### config.mk
export PLATFORM = sky130hd
export DESIGN_NAME = mmult_ctrl_flat
export DESIGN_NICKNAME = d
export VERILOG_FILES = /design/src/rtl/mmult_pkg.sv /design/src/rtl/mmult_ctrl_if.sv /design/src/rtl/mmult_beat_cnt.sv /design/src/rtl/mmult_ctrl.sv /design/src/flat_wrapper.sv
export SDC_FILE = /design/constraint.sdc
export NUM_CORES = 1
export LEC_CHECK = 0
export BUFFER_PORTS_ARGS = -buffer_cell sky130_fd_sc_hd__buf_2
export CAP_MARGIN = 20
export CORE_MARGIN = 3
export CORE_UTILIZATION = 40
export CTS_CLUSTER_DIAMETER = 200
export DETAILED_ROUTE_END_ITERATION = 8
export GPL_TIMING_DRIVEN = 1
export PLACE_DENSITY = 0.82
export SYNTH_ARGS = -nofsm -noshare
export SYNTH_HDL_FRONTEND = slang
export SYNTH_SLANG_ARGS = --single-unit
### constraint.sdc
create_clock -name clk -period 1.9 [get_ports clk]
set_input_delay 0.19 -clock clk [delete_from_list [all_inputs] [get_ports clk]]
set_output_delay 0.19 -clock clk [all_outputs]
set_load 0.02 [all_outputs]
### src/rtl/mmult_pkg.sv
`default_nettype none
// ============================================================================
// Module   : mmult_pkg
// Brief    : Shared types and constants for the matrix-multiply controller.
// Revision : 1.0
// ============================================================================
package mmult_pkg;

  localparam int MMULT_DIM_DEFAULT = 8;

  typedef enum logic [2:0] {
    ST_IDLE  = 3'd0,
    ST_CLEAR = 3'd1,
    ST_FEED  = 3'd2,
    ST_FLUSH = 3'd3,
    ST_READ  = 3'd4,
    ST_DONE  = 3'd5
  } mmult_state_t;

  // Cycles needed to drain the skewed wavefront through a DIM x DIM array.
  function automatic int flush_cycles(input int dim);
    return 2 * dim - 1;
  endfunction

endpackage
`default_nettype wire

### src/rtl/mmult_ctrl_if.sv
`default_nettype none
// ============================================================================
// Module   : mmult_ctrl_if
// Brief    : Control, A/B feed and result handshake bundle of mmult_ctrl.
// Revision : 1.0
// ============================================================================
interface mmult_ctrl_if #(
  parameter int DIM = mmult_pkg::MMULT_DIM_DEFAULT
);
  import mmult_pkg::*;

  logic                   start;
  logic                   busy;
  logic                   done;
  logic                   ab_req;
  logic                   ab_vld;
  logic                   ab_load;
  logic                   mem_en;
  logic                   sa_en;
  logic                   sa_clr;
  logic [$clog2(DIM)-1:0] c_sel;
  logic                   c_vld;
  logic                   c_rdy;
  logic [31:0]            perf_cycles;

  modport master (
    input  start, ab_vld, c_rdy,
    output busy, done, ab_req, ab_load, mem_en, sa_en, sa_clr,
           c_sel, c_vld, perf_cycles
  );

  modport slave (
    output start, ab_vld, c_rdy,
    input  busy, done, ab_req, ab_load, mem_en, sa_en, sa_clr,
           c_sel, c_vld, perf_cycles
  );

endinterface
`default_nettype wire

### src/rtl/mmult_beat_cnt.sv
`default_nettype none
// ============================================================================
// Module   : mmult_beat_cnt
// Brief    : Clearable/loadable up-counter with enable and terminal-count flag.
// Revision : 1.0
// ============================================================================
module mmult_beat_cnt #(
  parameter int WIDTH = 4
) (
  input  wire logic             clk,
  input  wire logic             rst_n,
  input  wire logic             i_clr,
  input  wire logic             i_load,
  input  wire logic [WIDTH-1:0] i_load_val,
  input  wire logic             i_en,
  input  wire logic [WIDTH-1:0] i_tc_val,
  output logic      [WIDTH-1:0] o_cnt,
  output logic                  o_tc
);

  logic [WIDTH-1:0] r_cnt;

  always_ff @(posedge clk or negedge rst_n) begin
    if (!rst_n) begin
      r_cnt <= '0;
    end else if (i_clr) begin
      r_cnt <= '0;
    end else if (i_load) begin
      r_cnt <= i_load_val;
    end else if (i_en) begin
      r_cnt <= r_cnt + 1'b1;
    end
  end

  assign o_cnt = r_cnt;
  assign o_tc  = (r_cnt == i_tc_val);

endmodule
`default_nettype wire

### src/rtl/mmult_ctrl.sv
`default_nettype none
// ============================================================================
// Module   : mmult_ctrl
// Brief    : Sequencer for a DIM x DIM systolic matrix multiply: clear, feed,
//            flush, result readout. MMULT_CTRL_PERF_EN adds a cycle counter.
// Revision : 1.0
// ============================================================================
module mmult_ctrl
  import mmult_pkg::*;
#(
  parameter int DIM = MMULT_DIM_DEFAULT
) (
  input  wire logic   clk,
  input  wire logic   rst_n,
  mmult_ctrl_if.master bus
);

  localparam int BW           = $clog2(2 * DIM);
  localparam int RW           = $clog2(DIM);
  localparam int FLUSH_CYCLES = flush_cycles(DIM);

  localparam logic [BW-1:0] c_beat_last  = BW'(DIM - 1);
  localparam logic [BW-1:0] c_flush_last = BW'(FLUSH_CYCLES - 1);
  localparam logic [RW-1:0] c_row_last   = RW'(DIM - 1);

  mmult_state_t   r_state;
  mmult_state_t   w_next;
  logic           w_beat_en;
  logic           w_beat_clr;
  logic           w_beat_tc;
  logic [BW-1:0]  w_beat_cnt;
  logic           w_row_en;
  logic           w_row_clr;
  logic           w_row_tc;
  logic [RW-1:0]  w_row_cnt;

  always_ff @(posedge clk or negedge rst_n) begin
    if (!rst_n) begin
      r_state <= ST_IDLE;
    end else begin
      r_state <= w_next;
    end
  end

  // FEED ends on the beat count; FLUSH ends on the counter's terminal flag.
  always_comb begin
    w_next    = r_state;
    w_beat_en = 1'b0;
    w_row_en  = 1'b0;
    case (r_state)
      ST_IDLE:  if (bus.start) w_next = ST_CLEAR;
      ST_CLEAR: w_next = ST_FEED;
      ST_FEED: begin
        if (bus.ab_vld) begin
          w_beat_en = 1'b1;
          if (w_beat_cnt == c_beat_last) w_next = ST_FLUSH;
        end
      end
      ST_FLUSH: begin
        w_beat_en = 1'b1;
        if (w_beat_tc) w_next = ST_READ;
      end
      ST_READ: begin
        if (bus.c_rdy) begin
          if (w_row_tc) w_next = ST_DONE;
          else          w_row_en = 1'b1;
        end
      end
      ST_DONE:  w_next = ST_IDLE;
      default:  w_next = ST_IDLE;
    endcase
  end

  assign w_beat_clr = (w_next != r_state);
  assign w_row_clr  = (r_state == ST_CLEAR) || (r_state == ST_DONE);

  mmult_beat_cnt #(.WIDTH(BW)) u_beat_cnt (
    .clk        (clk),
    .rst_n      (rst_n),
    .i_clr      (w_beat_clr),
    .i_load     (1'b0),
    .i_load_val ('0),
    .i_en       (w_beat_en),
    .i_tc_val   (c_flush_last),
    .o_cnt      (w_beat_cnt),
    .o_tc       (w_beat_tc)
  );

  mmult_beat_cnt #(.WIDTH(RW)) u_row_cnt (
    .clk        (clk),
    .rst_n      (rst_n),
    .i_clr      (w_row_clr),
    .i_load     (1'b0),
    .i_load_val ('0),
    .i_en       (w_row_en),
    .i_tc_val   (c_row_last),
    .o_cnt      (w_row_cnt),
    .o_tc       (w_row_tc)
  );

  assign bus.busy    = (r_state != ST_IDLE);
  assign bus.done    = (r_state == ST_DONE);
  assign bus.sa_clr  = (r_state == ST_CLEAR);
  assign bus.ab_req  = (r_state == ST_FEED);
  assign bus.ab_load = bus.ab_req && bus.ab_vld;
  assign bus.mem_en  = bus.ab_load || (r_state == ST_FLUSH);
  assign bus.sa_en   = bus.ab_load || (r_state == ST_FLUSH);
  assign bus.c_vld   = (r_state == ST_READ);
  assign bus.c_sel   = w_row_cnt;

`ifdef MMULT_CTRL_PERF_EN
  logic [31:0] r_perf_cnt;
  logic [31:0] r_perf_cycles;
  logic [31:0] w_perf_inc;

  assign w_perf_inc = (r_perf_cnt == 32'hFFFF_FFFF) ? r_perf_cnt : r_perf_cnt + 32'd1;

  // The DONE cycle itself is busy, so it is included in the reported total.
  always_ff @(posedge clk or negedge rst_n) begin
    if (!rst_n) begin
      r_perf_cnt    <= '0;
      r_perf_cycles <= '0;
    end else begin
      if (r_state == ST_IDLE) r_perf_cnt <= '0;
      else                    r_perf_cnt <= w_perf_inc;
      if (r_state == ST_DONE) r_perf_cycles <= w_perf_inc;
    end
  end

  assign bus.perf_cycles = r_perf_cycles;
`else
  assign bus.perf_cycles = '0;
`endif

endmodule
`default_nettype wire

### src/flat_wrapper.sv
// flat-port wrapper written by rule: the top's interface ports become plain ports
module mmult_ctrl_flat import mmult_pkg::*;
#(
  parameter int DIM = MMULT_DIM_DEFAULT
)
  (clk, rst_n, bus_start, bus_ab_vld, bus_c_rdy, bus_busy, bus_done, bus_ab_req, bus_ab_load, bus_mem_en, bus_sa_en, bus_sa_clr, bus_c_sel, bus_c_vld, bus_perf_cycles);
  mmult_ctrl_if #(.DIM(DIM)) bus_i ();
  input  wire logic clk;
  input  wire logic rst_n;
  input wire logic [$bits(bus_i.start)-1:0] bus_start;
  input wire logic [$bits(bus_i.ab_vld)-1:0] bus_ab_vld;
  input wire logic [$bits(bus_i.c_rdy)-1:0] bus_c_rdy;
  output wire logic [$bits(bus_i.busy)-1:0] bus_busy;
  output wire logic [$bits(bus_i.done)-1:0] bus_done;
  output wire logic [$bits(bus_i.ab_req)-1:0] bus_ab_req;
  output wire logic [$bits(bus_i.ab_load)-1:0] bus_ab_load;
  output wire logic [$bits(bus_i.mem_en)-1:0] bus_mem_en;
  output wire logic [$bits(bus_i.sa_en)-1:0] bus_sa_en;
  output wire logic [$bits(bus_i.sa_clr)-1:0] bus_sa_clr;
  output wire logic [$bits(bus_i.c_sel)-1:0] bus_c_sel;
  output wire logic [$bits(bus_i.c_vld)-1:0] bus_c_vld;
  output wire logic [$bits(bus_i.perf_cycles)-1:0] bus_perf_cycles;
  assign bus_i.start = bus_start;
  assign bus_i.ab_vld = bus_ab_vld;
  assign bus_i.c_rdy = bus_c_rdy;
  assign bus_busy = bus_i.busy;
  assign bus_done = bus_i.done;
  assign bus_ab_req = bus_i.ab_req;
  assign bus_ab_load = bus_i.ab_load;
  assign bus_mem_en = bus_i.mem_en;
  assign bus_sa_en = bus_i.sa_en;
  assign bus_sa_clr = bus_i.sa_clr;
  assign bus_c_sel = bus_i.c_sel;
  assign bus_c_vld = bus_i.c_vld;
  assign bus_perf_cycles = bus_i.perf_cycles;
  mmult_ctrl #(.DIM(DIM)) u_core (.clk(clk), .rst_n(rst_n), .bus(bus_i));
endmodule
==> results by group <==
STA
  • Fmax: 604 MHz
  • Hold Fails Final Rpt: 0
  • Final Max Tran Viols: 0
  • RSZ-0062 raised after global routing: no
  • Fin crit share: 87.2%
  • Final hold slack: 0.297 ns
  • Setup violators final: 0
  • Worst setup margin: 0.243 ns
  • Worst-case clock skew: 0.0119 ns
  • Setup TNS: 0 ns
  • Tmin final: 1.66 ns

Detailed routing
  • Via Count: 575
  • Initial DRC count: 7
  • Post-DRT Antenna Nets: 0
  • Routed wire length: 1.43 mm
  • WL per Instance: 10.2 µm
  • First-pass DRT Iterations: 4
  • Vias per inst: 4.11
  • DRC viols: 0

Logic synthesis
  • Yosys top cell area share: 28.7%
  • Post-synth EDFFs: 0
  • Cell taking the most area after synthesis: buf_4
  • Cells after Synth: 99
  • Post-synth ARST share: 100%
  • Synth cell types: 27
  • Seq/Total Area, Yosys: 28.1%
  • Mapped Avg Cell Area: 8.99 µm²
  • Yosys warns: 0
  • Area contributors post-synth: buf_4 29%, dfrtp_1 28%, ha_1 5.6%, nor2_1 4.2%, xnor2_1 3.9%
  • Most frequent cell after synthesis: buf_4
  • Post-synthesis cell area: 890 µm²
  • Synth top cells by count: 34 x buf_4, 10 x dfrtp_1, 10 x nor2_1
  • Most common flop cell mapped by yosys: dfrtp_1
  • #FFs+latches synth: 10

Cells and area
  • Layout cells sized above 1: 20.4%
  • ANT cells: 0
  • Nets@finish: 123
  • Register area: 250 µm²
  • Layout Cells excl Fill: 140
  • Area Growth Syn to Fin: -1.27%
  • Final Util: 43.0%
  • Fillers: 209
  • Fin area: 878 µm²
  • Area of the multi-input gates: 469 µm²

Clock network
  • CTS tree: done
  • Worst-case clock buffer depth: 2
  • Post-CTS setup repair buffer count: 0
  • Post-CTS Hold Buffers: 1
  • Worst-path clk slew: 0.07 ns
  • Clk_lat worst skew: 0.27 ns
  • Clock sinks: 10
  • CTS Buf Count: 3
  • CTS root buf: clkbuf_4
  • Count of cells resized by post-cts repair: 0
  • # H-tree levels: 1

Placed design
  • Estimated wirelength of the detail-placed design: 1.12 mm
  • Number of I/O port buffers: 15
  • Pre-CTS WS: 0.344 ns
  • Gp weighted congestion: 0.805
  • Placed Area: 832 µm²
  • Post-placement cell count: 135

Global route
  • Number of global-route vias before repair: 479
  • Total global routing overflow: 0
  • Largest net degree at the start of global routing: 13
  • GRT Util Overall: 10.4%
  • Wire length of the first global-routing pass: 2.06 mm
  • Initial antenna violation count: 0

Job
  • Max-Cap Viols: 0

Floorplan
  • Std cell rows: 16
  • Die height: 53.2 µm
  • IO Pins: 48
  • Initial core utilization: 43.6%
  • Die area: 2830 µm²
  • Core box area: 2040 µm²
  • Die W: 53.2 µm

Critical path
  • Critical setup path kind: reg2out
  • R2r setup slk: 0.33 ns
  • Peak fanout along the critical path: 9
  • Setup crit start: u_core.r_state[0]
  • WP data required: 1.71 ns
  • Crit. End Element: output port
  • Worst reg2reg path startpoint: u_core.u_row_cnt.o_cnt[0]
  • Arrival time at the worst endpoint: 1.47 ns
  • Critical path startpoint category: flop

Pwr
  • Maximum vdd ir drop: 531 µV
  • Leak: 0.481 nW
  • Pwr Density: 965 nW/µm²
  • Total power: 848 µW

Status
  • Run status: completed

Min path
  • Hold crit path type: in2async
area by class of cell:
type	count	share of cell area, %
well taps	27	3.85
multi-input cells	82	53.4
repair buffers	16	9.69
inverters	1	0.427
flip-flops and latches	10	28.5
clock buffers	4	4.13
worst paths after layout:
path | endpoint | depth (start not counted)
setup / recovery | bus_sa_clr | 3
hold / removal | u_core.r_state[0] | 2
setup reg to reg | u_core.u_row_cnt.o_cnt[1] | 5
hold reg to reg | u_core.u_row_cnt.o_cnt[1] | 2
max in group asynchronous | u_core.u_beat_cnt.o_cnt[1] | 2
min in group clk | u_core.r_state[0] | 3
critical path, cell delays in order (launching register included):
cell and delay [ns]:
dfrtp_1 0.53, nor2b_1 0.33, nor2b_1 0.16, buf_2 0.17
cells by family after synthesis:
group / synth area share, %
fa+ha+maj: 5.63
mux: 3.38
other cells: 0.422
compound gates: 5.77
flops: 28.1
simple gates: 20.5
xor+xnor: 3.94
buf+inv: 32.2
placed cells by master (no fill, tap or decap), drive strengths merged, types with 2 or more instances in the layout:
cell type	count
mux2i	3
or3	2
nand3	2
buf	15
and2	3
conb	32
ha	4
clkbuf	4
nor2b	3
a21oi	4
and4b	2
nor2	11
xnor2	4
nor3	3
nor3b	2
dfrtp	10
where the power goes:
part | switching, mW | total [mW] | internal, mW
clock | 0.0786 | 0.195 | 0.116
combinational | 0.207 | 0.326 | 0.119
sequential | 0.0684 | 0.327 | 0.258
registers in the layout, indices dropped and copies added (netlist names):
| signal | flops |
|---|---|
| u_core.r_state | 3 |
| u_core.u_row_cnt.o_cnt | 3 |
| u_core.u_beat_cnt.o_cnt | 4 |
metal layers:
metal / vias to the layer above / track usage [%] / share of wire [%]
met3: 5 / 5.35 / 9.8
met1: 261 / 10.3 / 36
met5: - / 0 / 0
met4: 0 / 3.83 / 0.98
met2: 25 / 18.2 / 53
li1: 284 / - / -
(Power assumes the default switching activity.)
